===== src/rtl/menu_char_draw.sv =====
// menu_char_draw
// Overlays a 16 x 16 character text field (8x16-pixel cells, 128 x 256 pixels)
// onto a VGA pixel stream at (X_POS, Y_POS).
//
// The text ROM and font ROM live outside this block.
// - Cycle 1: the text-ROM address is issued on char_xy.
// - Cycle 2: the glyph row index is issued on char_line, together with the
//   returned char_code. The font ROM is addressed externally with
//   {char_code, char_line}.
// - Cycle 3: the selected glyph row comes back on char_pixels.
// - Cycle 4: the recoloured pixel leaves on rgb_out. Every other VGA output
//   is the matching input delayed by exactly 4 clocks.
//
// Ports
//   clk, rst            pixel clock, asynchronous active-high reset
//   hcount_in..rgb_in   incoming VGA stream (counters, strobes, background)
//   char_xy             text-ROM address {row[3:0], col[3:0]}
//   char_code           text-ROM data (consumed by the external font ROM)
//   char_line           glyph row index for the font ROM
//   char_pixels         glyph row from the font ROM, bit 7 = leftmost pixel
//   hcount_out..rgb_out VGA stream delayed by 4 clocks, with text drawn in

module menu_char_draw #(
   parameter logic [10:0] X_POS    = 11'd100,
   parameter logic [10:0] Y_POS    = 11'd100,
   parameter logic [11:0] FG_COLOR = 12'hFFF
) (
   input  logic        clk,
   input  logic        rst,
   input  logic [10:0] hcount_in,
   input  logic [10:0] vcount_in,
   input  logic        hsync_in,
   input  logic        hblnk_in,
   input  logic        vsync_in,
   input  logic        vblnk_in,
   input  logic [11:0] rgb_in,
   output logic [7:0]  char_xy,
   input  logic [6:0]  char_code,
   output logic [3:0]  char_line,
   input  logic [7:0]  char_pixels,
   output logic [10:0] hcount_out,
   output logic [10:0] vcount_out,
   output logic        hsync_out,
   output logic        hblnk_out,
   output logic        vsync_out,
   output logic        vblnk_out,
   output logic [11:0] rgb_out
);

   typedef struct packed {
      logic [10:0] hcount;
      logic [10:0] vcount;
      logic        hsync;
      logic        hblnk;
      logic        vsync;
      logic        vblnk;
      logic [11:0] rgb;
   } vga_t;

   vga_t        vgaIn;
   vga_t        vga_q1, vga_q2, vga_q3;
   vga_t        vgaOut_d, vgaOut_q;
   logic [6:0]  relX;
   logic [7:0]  relY;
   logic        inArea;
   logic [7:0]  charXy_d, charXy_q;
   logic [3:0]  charLine_q;
   logic [3:0]  relYLow_q1;
   logic [2:0]  relXLow_q1, relXLow_q2, relXLow_q3;
   logic        inArea_q1, inArea_q2, inArea_q3;
   logic [2:0]  pixelIndex;
   logic        lit;
   logic        unusedCharCode;

   // char_code only matters to the external font ROM. It is carried here
   // so that the text/font handshake stays documented on one port list.
   assign unusedCharCode = ^char_code;

   assign vgaIn = '{hcount: hcount_in, vcount: vcount_in, hsync: hsync_in,
                    hblnk: hblnk_in, vsync: vsync_in, vblnk: vblnk_in,
                    rgb: rgb_in};

   // Field-relative position. Only the low bits feed the cell address and
   // the glyph indexing, and low bits of a difference depend only on low
   // bits of the operands. The field test uses 12-bit compares, so a field
   // that runs past the 11-bit counter range cannot wrap around and light
   // pixels near the origin.
   always_comb begin
      relX   = hcount_in[6:0] - X_POS[6:0];
      relY   = vcount_in[7:0] - Y_POS[7:0];
      inArea = ({1'b0, hcount_in} >= {1'b0, X_POS})
            && ({1'b0, hcount_in} <  ({1'b0, X_POS} + 12'd128))
            && ({1'b0, vcount_in} >= {1'b0, Y_POS})
            && ({1'b0, vcount_in} <  ({1'b0, Y_POS} + 12'd256));
      charXy_d = inArea ? {relY[7:4], relX[6:3]} : 8'h00;
   end

   // Pixel select happens one stage before the output register. The glyph
   // row arrives here aligned with the 3-clock-delayed column and field flag.
   always_comb begin
      pixelIndex = 3'd7 - relXLow_q3;
      lit        = inArea_q3 && char_pixels[pixelIndex];
      vgaOut_d   = vga_q3;
      if (lit && !vga_q3.hblnk && !vga_q3.vblnk) begin
         vgaOut_d.rgb = FG_COLOR;
      end
   end

   // The whole pipeline clears together on reset, so no pixel that was in
   // flight when reset arrived can reappear after it is released.
   always_ff @(posedge clk or posedge rst) begin
      if (rst) begin
         charXy_q   <= '0;
         charLine_q <= '0;
         relYLow_q1 <= '0;
         relXLow_q1 <= '0;
         relXLow_q2 <= '0;
         relXLow_q3 <= '0;
         inArea_q1  <= 1'b0;
         inArea_q2  <= 1'b0;
         inArea_q3  <= 1'b0;
         vga_q1     <= '0;
         vga_q2     <= '0;
         vga_q3     <= '0;
         vgaOut_q   <= '0;
      end else begin
         charXy_q   <= charXy_d;
         relYLow_q1 <= relY[3:0];
         charLine_q <= relYLow_q1;
         relXLow_q1 <= relX[2:0];
         relXLow_q2 <= relXLow_q1;
         relXLow_q3 <= relXLow_q2;
         inArea_q1  <= inArea;
         inArea_q2  <= inArea_q1;
         inArea_q3  <= inArea_q2;
         vga_q1     <= vgaIn;
         vga_q2     <= vga_q1;
         vga_q3     <= vga_q2;
         vgaOut_q   <= vgaOut_d;
      end
   end

   assign char_xy    = charXy_q;
   assign char_line  = charLine_q;
   assign hcount_out = vgaOut_q.hcount;
   assign vcount_out = vgaOut_q.vcount;
   assign hsync_out  = vgaOut_q.hsync;
   assign hblnk_out  = vgaOut_q.hblnk;
   assign vsync_out  = vgaOut_q.vsync;
   assign vblnk_out  = vgaOut_q.vblnk;
   assign rgb_out    = vgaOut_q.rgb;

endmodule


===== config.mk =====
export PLATFORM = sky130hd
export DESIGN_NAME = menu_char_draw
export DESIGN_NICKNAME = d
export VERILOG_FILES = /design/src/rtl/menu_char_draw.sv
export SDC_FILE = /design/constraint.sdc
export NUM_CORES = 1
export LEC_CHECK = 0
export CAP_MARGIN = 20
export CORE_MARGIN = 2
export CORE_UTILIZATION = 39
export CTS_BUF_LIST = sky130_fd_sc_hd__clkbuf_8
export DETAILED_ROUTE_END_ITERATION = 8
export DONT_BUFFER_PORTS = 1
export GPL_TIMING_DRIVEN = 0
export HOLD_SLACK_MARGIN = 0.02
export PLACE_DENSITY = 0.53
export SLEW_MARGIN = 20
export SYNTH_ARGS = -nofsm -noshare
export SYNTH_HDL_FRONTEND = slang
export SYNTH_SLANG_ARGS = --single-unit

===== constraint.sdc =====
create_clock -name clk -period 17.3 [get_ports clk]
set_input_delay 2.595 -clock clk [delete_from_list [all_inputs] [get_ports clk]]
set_output_delay 2.595 -clock clk [all_outputs]
set_load 0.005 [all_outputs]

# After elaboration in Yosys (flattened, before gate mapping)
# Cells that the tools add are included.
# W data, S select, Z words.
dict set report word_totals {
  inputBits 55
  out_inout_bits 50
  ff_bits 180
  elab_cells 57
}
dict set report op_classes {
  magnitude_cmp 5
  add_sub_neg 3
  n_mux 4
  reduce_logical 8
}
# cell count
set op_table {}
lappend op_table {{$ge A11 B7 Y1 const B} 2}
lappend op_table {{$mux W12} 1}
lappend op_table {{$lt A11 B8 Y1 const B} 1}
lappend op_table {{$lt A11 B9 Y1 const B} 1}
lappend op_table {{$mux W8} 1}
lappend op_table {{$sub A8 B7 Y8 const B} 1}
lappend op_table {{$sub A7 B7 Y7 const B} 1}
lappend op_table {{$logic_and A1 B1 Y1} 6}
lappend op_table {{$lt A3 B4 Y1 const B} 1}
lappend op_table {{$bmux W1 S3} 1}
lappend op_table {{$sub A3 B3 Y3 const A} 1}
lappend op_table {{$logic_not A1 Y1} 2}
lappend op_table {{$mux W1} 1}

# Logic depth before layout (Yosys ltp)
dict set report depth {
  word_depth 7
  ltp_mapped 7
  mapped_depth_nobuf 6
}

# Least setup slack after synthesis
# No wires, ideal clock.
dict set report synth_path {
  path_type {input port to flip-flop}
  start {input hcount_in[2]}
  end {register charXy_q[1] (netlist: char_xy[1])}
  setup_time_ns 0.133
  t_arrival_ns 3.607
  required_time_ns 17.167
  cell_stages 5
  setup_slack_ns 13.559
  n_path_buf 1
  cell_sequence {or3_1 o32ai_1 a31o_2 buf_2 nor3_1}
}
dict set report synth_via {
  elab_chain_cells 5
  word_cells_on_any_way 7
  cone_classes {1 x add/sub; 2 x order compare; 1 x mux; 3 x reduce/logical}
}
# item line_no
set synth_lines {}
lappend synth_lines {{start, declared} 30} ;# input logic [10:0] hcount_in,
lappend synth_lines {{$ge A11 B7 Y1 or $lt A11 B8 Y1 (tied branches)} {91, 92}}
lappend synth_lines {{$logic_and A1 B1 Y1} 92} ;# && ({1'b0, hcount_in} < ({1'b0, X_POS} + 12'd128))
lappend synth_lines {{$logic_and A1 B1 Y1} 93} ;# && ({1'b0, vcount_in} >= {1'b0, Y_POS})
lappend synth_lines {{$logic_and A1 B1 Y1} 94} ;# && ({1'b0, vcount_in} < ({1'b0, Y_POS} + 12'd256));
lappend synth_lines {{$mux W8 *} 95} ;# charXy_d = inArea ? {relY[7:4], relX[6:3]} : 8'h00;
lappend synth_lines {{named net charXy_d[1]} 66} ;# logic [7:0] charXy_d, charXy_q;
lappend synth_lines {{end signal, assigned} 127} ;# charXy_q <= charXy_d;
lappend synth_lines {{end, declared} 66}
# Mark *: on every way through the listed nets, which the timed path passes. The rest lies on a longest branch.

# Final worst setup path
dict set report layout_path {
  start {register charLine_q[1] (netlist: char_line[1])}
  end {output char_line[1]}
}
# item line_no
set layout_rtl {}
lappend layout_rtl {{start, declared} 67} ;# logic [3:0] charLine_q;
lappend layout_rtl {{start signal, assigned} 129} ;# charLine_q <= relYLow_q1;
lappend layout_rtl {{end, declared} 39} ;# output logic [3:0] char_line,
# No word-level cell between the ends.

==> flow_summary_export.csv <==
group,metric,value,unit
setup_path,startpoint_type,"flip-flop",
timing,hold_violations,0,
floorplan,dieArea,13000,um2
placed_design,place_congestion,0.715,
clock_network,cts_made_buffers,17,
cells_and_area,fin_area,5350,um2
placed_design,place_hpwl,4.01,mm
synthesis,synth_fa_ha_area_share,1.06,%
floorplan,rows,40,
setup_path,crit_family,"flip-flops",
clock_network,ctsResizeCount,0,
synthesis,synth_cell_type_count,26,
routing,drc,0,
cells_and_area,drive_above_1_share,15.6,%
cells_and_area,area_growth,13.2,%
routing,drt_iter0_drc,156,
worst_hold_path,hold_depth,0,
clock_network,cts_max_path_buffers,2,
timing,timing.hold.ws,0.350,ns
timing,setup_viol_count_final,0,
synthesis,synth_top_family_by_area,"simple AND/OR/NAND/NOR gates",
timing,slew_viol_final,0,
placed_design,port_buffers,0,
synthesis,yosys.area_share.simple,4.10,%
global_route,grt_pass1_wl,10.5,mm
routing,final_antenna_net_count,0,
synthesis,synth_nets,296,
power,power_leakage,2.44,nW
placed_design,place_area,4950,um2
cells_and_area,layout_commonest_cell,"dfrtp_1",
synthesis,muxShareOfSynthArea,1.32,%
setup_path,crit_arrival,0.97,ns
setup_path,endpoint_kind,"output port",
global_route,grt_overflow_total,0,
cells_and_area,nets,316,
worst_hold_path,min_to,"vgaOut_d[36]",
timing,finalCritPeriodShare,20.6,%
setup_path,worstPathMaxFanout,2,
floorplan,start_util,39.7,%
timing,period_needed,3.57,ns
worst_hold_path,holdCritStartpoint,"vga_q2[36]",
clock_network,ctsHtreeMaxLevel,4,
synthesis,synth_cells,237,
global_route,grt_max_degree,109,
setup_path,path_buf_inv,1,
clock_network,cts.sinks,170,
setup_path,reg2reg_to,"rgb_out[9]",
power,total_power,0.000713,W
clock_network,clk_latency,0.44,ns
cells_and_area,layout_common_cells,"170 x dfrtp_1, 19 x clkbuf_8, 10 x or2_1, 9 x nor3_1, 7 x inv_1",
clock_network,cts_tree,"done",
setup_path,reg2regPathDepth,5,
timing,setup_tns,0,ns
setup_path,worstPathCellList,"buf_4",
synthesis,syn_area,4730,um2
floorplan,die_x,114,um
setup_path,crit_type,"reg2out",
clock_network,cts_root_buf,"clkbuf_8",
clock_network,cts_setup_buffers,0,
global_route,antenna_found_initial,0,
floorplan,boundaryPins,105,
flow_run,drv_cap,0,
cells_and_area,n_antenna_cell,0,
clock_network,cts-hold-fix-buffers,0,
synthesis,synth_xor_area_share,1.30,%
routing,firstDrtPassIters,3,
power,p_per_area,133,nW/um2
synthesis,ys.flop_type,"dfrtp_1",
routing,viasPerCell,4.35,
setup_path,r2r_slack,15.63,ns
routing,wl,6.45,mm
setup_path,slowest_stage,"dfrtp_1",
worst_hold_path,hold_class,"reg2reg",
synthesis,synth_warnings,0,
routing,wl_per_cell,15.5,um
floorplan,die_y,114,um
cells_and_area,finalNonFillerCells,417,
setup_path,cp.required,14.70,ns
routing,vias,1816,
synthesis,synth_compound_area_share,0.979,%
placed_design,dp_cells,385,
synthesis,yosysSeqAreaShare,89.9,%
setup_path,max_stage_delay,0.39,ns
clock_network,path_clk_slew,0.08,ns
timing,rsz0062_at_grt,"no",
timing,max_slew.worst_pin.slew,0.529,ns
global_route,grt_util_all_layers,11.4,%
synthesis,synth_edf_count,0,
synthesis,syn_avg_cell_area,20.0,um2
global_route,grt_pass1_vias,1978,
timing,max_freq,280,MHz
power,peakVddDrop,0.0690,mV
timing,maxSlewHeadroom,64.7,%
synthesis,ys_async_sr_fraction,100,%
run_status,status,"complete, no violations",
timing,skew,0.00420,ns
synthesis,synth-seq-cells,170,
floorplan,core_area,11900,um2
setup_path,reg2reg_from,"relXLow_q3[0]",
## registers in the layout, indices dropped and copies added, names as in the netlist
signal      count
vsync_out       1
relYLow_q1      4
hcount_out     11
rgb_out        12
vga_q1         34
vgaOut_d       24
inArea_q1       1
hsync_out       1
char_xy         8
vga_q2         34
inArea_q3       1
relXLow_q1      3
vcount_out     11
vblnk_out       1
char_line       4
relXLow_q2      3
relXLow_q3      3
inArea_q2       1
vga_q3         12
hblnk_out       1
## worst reg2reg max path, cell delays in order, from the launching register on
cell,delay (ns)
dfrtp_1,0.39
mux4_1,0.56
mux2i_1,0.18
nor4b_2,0.09
buf_6,0.14
or2_1,0.21
## logic make-up (layout without fill, tap and decap cells)
family,count (synthesis),count (layout)
simple gates,34,34
compound gates,7,7
flops,170,170
mux,3,3
fa+ha+maj,4,4
buf+inv,12,45
xor+xnor,7,7
## where the power goes
part	internal [W]	leakage (nW)	switching (W)	total, W
sequential	0.000416	2.01	0.00000649	0.000423
clock	0.000137	0.208	0.000137	0.000275
combinational	0.00000486	0.229	0.0000105	0.0000154
total	0.000558	2.44	0.000154	0.000713
## stage by stage
step	utilization, %	setup WS [ns]
2_1_floorplan	-	10.10
3_3_place_gp	41.3	8.72
3_5_place_dp	41.5	13.30
4_1_cts	44.9	13.69
5_1_grt	44.9	13.66
6_report	44.9	13.73
## area by class of cell
class | count | area (um2)
clock buffer | 19 | 262
multi-input combinational | 55 | 414
sequential | 170 | 4250
timing repair buffer | 1 | 27.5
tap | 147 | 184
buffer | 4 | 31.3
inverter | 8 | 37.5
clock inverter | 13 | 143
fill | 1058 | 6560
## worst max path at each step
stage / start / endpoint / slack [ns] / cells after the start
floorplan: rst / char_line[0] / 10.10 / 1
global placement: rst / vgaOut_d[13] / 8.72 / 1
detailed placement: hcount_in[3] / char_xy[1] / 13.30 / 7
CTS: char_line[1] / char_line[1] / 13.69 / 1
global route: char_line[1] / char_line[1] / 13.66 / 1
finish: char_line[1] / char_line[1] / 13.73 / 1
## cell usage after synthesis (3+ instances only)
library cell / n / area share [%]
dfrtp_1: 170 / 90
ha_1: 4 / 1.1
inv_1: 8 / 0.63
nor2_1: 4 / 0.32
nor3_1: 9 / 0.95
or2_1: 10 / 1.3
xnor2_1: 3 / 0.56
xor2_1: 4 / 0.74
## routing by layer
layer	global-route usage, %	part of all wire (%)	vias up
met4	6.34	2.4	0
met3	7.46	9.4	13
met2	15.6	47	72
met1	13.7	41	934
li1	-	-	797
met5	0	0	-
Power figures use the tool's default switching activity.
